## config.mk

```make
export PLATFORM = sky130hd
export DESIGN_NAME = montgomery_reduce_pipe
export DESIGN_NICKNAME = d
export VERILOG_FILES = /design/src/rtl/ntt_pkg.sv /design/src/rtl/mont_cond_sub.sv /design/src/rtl/montgomery_reduce_pipe.sv
export SDC_FILE = /design/constraint.sdc
export NUM_CORES = 1
export LEC_CHECK = 0
export CAP_MARGIN = 40
export CELL_PAD_IN_SITES_DETAIL_PLACEMENT = 1
export CELL_PAD_IN_SITES_GLOBAL_PLACEMENT = 2
export CORE_ASPECT_RATIO = 0.7
export CORE_UTILIZATION = 42
export CTS_BUF_LIST = sky130_fd_sc_hd__clkbuf_4 sky130_fd_sc_hd__clkbuf_8
export DETAILED_ROUTE_END_ITERATION = 12
export GPL_TIMING_DRIVEN = 1
export PLACE_DENSITY = 0.93
export SKIP_LAST_GASP = 1
export SYNTH_ARGS = -nofsm -noshare
export SYNTH_HDL_FRONTEND = slang
export SYNTH_SLANG_ARGS = --single-unit
```

## constraint.sdc

```tcl
create_clock -name clk -period 9.3 [get_ports clk]
set_input_delay 0.93 -clock clk [delete_from_list [all_inputs] [get_ports clk]]
set_output_delay 0.93 -clock clk [all_outputs]
set_load 0.01 [all_outputs]
```

## src/rtl/ntt_pkg.sv

```systemverilog
// Shared NTT datapath constants and types.
// Holds the NewHope modulus, its Montgomery inverse and radix, and the coefficient type.
package ntt_pkg;

  localparam int unsigned NEWHOPE_Q    = 12289;
  localparam int unsigned NEWHOPE_QINV = 12287;  // -Q^-1 mod 2^18
  localparam int unsigned MONT_R_BITS  = 18;

  typedef logic [15:0] coeff_t;

  localparam int unsigned COEFF_W = $bits(coeff_t);

endpackage

```

## src/rtl/mont_cond_sub.sv

```systemverilog
// Combinational conditional subtract: brings a value in [0, 2Q) into [0, Q).
// Ports:
//   a_i - input value, assumed < 2Q
//   y_o - a_i - Q when a_i >= Q, otherwise a_i
module mont_cond_sub
  import ntt_pkg::*;
#(
  parameter int unsigned Q     = NEWHOPE_Q,
  parameter int unsigned OUT_W = COEFF_W
) (
  input  logic [OUT_W-1:0] a_i,
  output logic [OUT_W-1:0] y_o
);

  localparam logic [OUT_W-1:0] QW = OUT_W'(Q);

  always_comb begin
    y_o = (a_i >= QW) ? (a_i - QW) : a_i;
  end

endmodule

```

## src/rtl/montgomery_reduce_pipe.sv

```systemverilog
// Fully pipelined Montgomery reduction: out = in * 2^-R_BITS mod Q.
// Valid/ready on both sides; one global advance enable stalls every stage together.
// Build option MONT_FINAL_SUB_EN: adds a registered conditional subtract so the result is
// fully reduced in [0, Q) with latency 3; without it the result is lazy in [0, 2Q), latency 2.
// Ports:
//   clk, reset          - clock, synchronous active-high reset
//   in_data/in_tag      - value to reduce (must be < Q*2^R_BITS) and its sideband tag
//   in_valid/in_ready   - input handshake; in_ready is combinational from out_ready
//   out_data/out_tag    - reduced value and its tag
//   out_valid/out_ready - output handshake
module montgomery_reduce_pipe
  import ntt_pkg::*;
#(
  parameter int unsigned IN_W   = 32,
  parameter int unsigned Q      = NEWHOPE_Q,
  parameter int unsigned QINV   = NEWHOPE_QINV,
  parameter int unsigned R_BITS = MONT_R_BITS,
  parameter int unsigned OUT_W  = COEFF_W,
  parameter int unsigned TAG_W  = 8
) (
  input  logic             clk,
  input  logic             reset,
  input  logic [IN_W-1:0]  in_data,
  input  logic [TAG_W-1:0] in_tag,
  input  logic             in_valid,
  output logic             in_ready,
  output logic [OUT_W-1:0] out_data,
  output logic [TAG_W-1:0] out_tag,
  output logic             out_valid,
  input  logic             out_ready
);

  localparam logic [R_BITS-1:0] QinvR = R_BITS'(QINV);
  localparam logic [IN_W:0]     QExt  = (IN_W+1)'(Q);

  logic adv;

  logic [R_BITS-1:0] u1_d, u1_q;
  logic [IN_W-1:0]   d1_q;
  logic [TAG_W-1:0]  tag1_q;
  logic              v1_q;

  logic [IN_W:0]     t2;
  logic [OUT_W-1:0]  r2_d, r2_q;
  logic [TAG_W-1:0]  tag2_q;
  logic              v2_q;

  // A slot may move forward whenever the output register is empty or being drained.
  assign adv      = !out_valid || out_ready;
  assign in_ready = adv;

  // Only the low R_BITS of the product matter, so the multiply is done at that width.
  always_comb begin
    u1_d = in_data[R_BITS-1:0] * QinvR;
  end

  // t = u*Q + d is divisible by 2^R_BITS; the extra bit absorbs the sum's carry.
  always_comb begin
    t2   = (IN_W+1)'(u1_q) * QExt + (IN_W+1)'(d1_q);
    r2_d = OUT_W'(t2 >> R_BITS);
  end

  always_ff @(posedge clk) begin
    if (reset) begin
      u1_q   <= '0;
      d1_q   <= '0;
      tag1_q <= '0;
      v1_q   <= 1'b0;
      r2_q   <= '0;
      tag2_q <= '0;
      v2_q   <= 1'b0;
    end else if (adv) begin
      u1_q   <= u1_d;
      d1_q   <= in_data;
      tag1_q <= in_tag;
      v1_q   <= in_valid;
      r2_q   <= r2_d;
      tag2_q <= tag1_q;
      v2_q   <= v1_q;
    end
  end

`ifdef MONT_FINAL_SUB_EN
  logic [OUT_W-1:0] sub_y;
  logic [OUT_W-1:0] d3_q;
  logic [TAG_W-1:0] tag3_q;
  logic             v3_q;

  mont_cond_sub #(
    .Q     (Q),
    .OUT_W (OUT_W)
  ) u_cond_sub (
    .a_i (r2_q),
    .y_o (sub_y)
  );

  always_ff @(posedge clk) begin
    if (reset) begin
      d3_q   <= '0;
      tag3_q <= '0;
      v3_q   <= 1'b0;
    end else if (adv) begin
      d3_q   <= sub_y;
      tag3_q <= tag2_q;
      v3_q   <= v2_q;
    end
  end

  assign out_data  = d3_q;
  assign out_tag   = tag3_q;
  assign out_valid = v3_q;
`else
  assign out_data  = r2_q;
  assign out_tag   = tag2_q;
  assign out_valid = v2_q;
`endif

`ifndef SYNTHESIS
  localparam logic [63:0] QQinvP1 = 64'(Q) * 64'(QINV) + 64'd1;
  localparam logic [63:0] RMask   = (64'd1 << R_BITS) - 64'd1;

  always_ff @(posedge clk) begin
    if (reset) begin
      assert (Q % 2 == 1) else $error("Q must be odd");
      assert ((QQinvP1 & RMask) == 64'd0) else $error("QINV is not -Q^-1 mod 2^R_BITS");
      assert ((64'd1 << OUT_W) > 64'(2 * Q)) else $error("OUT_W too narrow for 2Q");
      assert (TAG_W >= 1) else $error("TAG_W must be at least 1");
      assert (R_BITS <= IN_W) else $error("R_BITS must not exceed IN_W");
    end
  end
`endif

endmodule

```

==> results.txt <==
Via count = 7157
GRT overflow = 0
Die Wd = 180 microns
Period minus WS final = 6.92 ns
Bufs on Longest Clock Path = 2
Critical path arrival = 7.18 ns
Post-DR vias/cell = 5.15
YS warnings = 0
Die ar. = 22800 sq um
Status = completed
RSZ-0062 raised after global routing = no
Syn Nets = 1381
Worst hold path class = flop to flop
Synth cell count leaders = 217 x inv_1, 194 x ha_1, 145 x nand2_1, 94 x fa_1, 87 x a21oi_1
Slew headroom = 42.7%
Fin Clk Skew = 0.0149 ns
Antenna violations before repair = 0
CTS tree = built
Drt pass-1 iters = 4
Share of the synthesized area in the top cell type = 26.1%
Largest net degree at the start of global routing = 77
Top-Level Pins = 70
I/O Buffers = 68
Finished Layout Cells = 1389
Die height = 127 microns
Post-cts resize count = 0
Starting Density = 42.8%
DRC violations left = 0
CTS Buf Count = 9
Critical path class = primary input to flop
Fmax = 144 MHz
Final Hold Viols = 0
DP Cell Count = 1373
Vias in the first global route = 7423
Seq/Total Area, Yosys = 17.6%
Mean Syn Cell Area = 8.88 sq um
Main synth FF type = dfxtp_1
Post-CTS Hold Buffers = 0
Final slew viol count = 0
First-pass GRT wire length = 39900 microns
Critical Path Start = in_data[5]
Reg2Reg Setup Slack = 3.98 ns
Detail Route Antenna Nets = 0
Fill cells = 2557
Routed len/inst = 17.5 microns
Hold_sp = out_data[3]
Post-Route WL = 24400 microns
Async set-reset flop share out of synthesis = 0%
Startpoint Class = primary input
Post-route setup TNS = 0 ns
Worst Setup EP = u1_q[17]
DR iter-0 viols = 267
Top cells by area, synth = ha_1 26%, fa_1 20%, dfxtp_1 18%
Core area = 21700 sq um
Yosys top cell by area = ha_1
Clock-pin slew on the worst setup and hold paths = 0.10 ns
Routability congestion estimate = 0.876
Final period util = 74.4%
Root buf cell = clkbuf_8
Post-Synthesis Cell Area = 9310 sq um
FF+latch count, synth = 82
Synth unique cells = 58
Inserted Diodes = 0
Count leader, synth = inv_1
Nets = 1434
Area grow syn2layout = 12.1%
Maxcap violations = 0
EDFF count, synth = 0
Setup crit end kind = flop
Std cell rows = 45
Postcts setup bufs = 0
Worst path required time = 9.55 ns
Layout cells sized above 1 = 3.34%
Total number of H-tree levels = 3
Gr usage total = 22.6%
Final setup fails = 0
Worst r2r path cells = 20
DP HPWL = 20400 microns
R2r endpoint = out_data[12]
Synth Instances = 1049
Clock tree sinks = 82
Worst-Margin Slew = 0.860 ns
Clock Latency Late Sink = 0.39 ns
Worst-path maximum fanout = 5
FF-to-FF Start = u1_q[4]
[kinds of logic after synthesis]
kind of cell             count (synthesis)  synth area share [%]
other                                    1                0.0403
AND/OR/NAND/NOR                        224                  10.9
AO/OA/AOI/OAI                          159                  10.5
adder cells (fa/ha/maj)                288                  46.3
buffers and inverters                  246                  10.0
flip-flops                              82                  17.6
XOR/XNOR                                48                  4.51
multiplexers                             1                 0.107
[cell type report]
class,count,area [sq um],share of cell area (%)
Sequential cell,82,1640,15.7
Clock buffer,9,124,1.19
Multi-Input combinational cell,721,6740,64.6
Tap cell,282,353,3.38
Inverter,217,815,7.80
Timing Repair Buffer,71,698,6.69
Clock inverter,7,68.8,0.659
[routing by layer]
layer  global-route usage [%]  part of all wire, %
met5                        0                    0
met4                     3.70                 0.86
met3                     4.08                  4.5
met2                     34.1                   43
met1                     33.9                   52
[cells in the final DEF, fill, tap and decap left out, types with 2 or more instances in the layout]
master / count
a211o_1: 2
a211oi_1: 8
a21boi_1: 2
a21o_1: 14
a21oi_1: 87
a31oi_1: 3
and4_1: 2
buf_4: 3
clkbuf_8: 9
clkdlybuf4s50_1: 67
clkinvlp_4: 2
dfxtp_1: 82
fa_1: 94
ha_1: 194
inv_1: 216
inv_8: 4
nand2_1: 145
nand2b_1: 5
nand3_1: 6
nand3b_1: 7
nand4_1: 2
nand4b_1: 2
nor2_1: 29
nor2b_1: 6
nor3_1: 3
nor3_2: 2
o211ai_1: 2
o21ai_0: 17
o21ai_1: 5
o21ai_2: 2
o31a_1: 3
o41ai_2: 2
or3_1: 3
or4_1: 2
xnor2_1: 32
xor2_1: 16
[flip-flops by register name, indices dropped and copies added, names as in the netlist]
| register | flops |
|---|---|
| v1_q | 1 |
| out_tag | 8 |
| out_valid | 1 |
| out_data | 15 |
| tag1_q | 8 |
| u1_q | 18 |
| d1_q | 31 |
[through the flow]
step	area, sq um	setup slack [ns]	utilization, %	hold slack, ns
5_1_grt	10400	2.03	48.1	0.479
2_1_floorplan	9310	3.12	-	0.432
4_1_cts	10400	2.39	48.1	0.459
3_5_place_dp	10300	2.00	47.2	0.444
6_report	10400	2.38	48.1	0.457
3_3_place_gp	10300	2.18	47.2	0.437
[critical path, stage by stage]
cell and delay, ns:
clkdlybuf4s50_1 0.64, inv_1 0.19, fa_1 0.72, xor2_1 0.18, ha_1 0.17, nor2_1 0.06, fa_1 0.54, inv_1 0.06
fa_1 0.49, fa_1 0.49, inv_1 0.05, fa_1 0.47, inv_1 0.04, ha_1 0.34, a21o_1 0.20, a211o_1 0.36
nor3_2 0.15, o41ai_2 0.12, a21o_1 0.21, a2111oi_2 0.43, nor3_2 0.10, xnor2_1 0.17, o21ai_1 0.09
[how the worst min path moves through the flow]
| stage | to | cells past startpoint | slack [ns] |
|---|---|---|---|
| 2_1_floorplan | d1_q[19] | 2 | 0.43 |
| 3_3_place_gp | out_tag[3] | 2 | 0.44 |
| 3_5_place_dp | out_data[3] | 2 | 0.44 |
| 4_1_cts | out_data[3] | 2 | 0.46 |
| 5_1_grt | out_tag[4] | 2 | 0.48 |
| 6_report | out_data[3] | 2 | 0.46 |
Power is left out: the tool's default activity adds up to more than one toggle a clock period on the data nets, which glitch-free logic cannot reach.
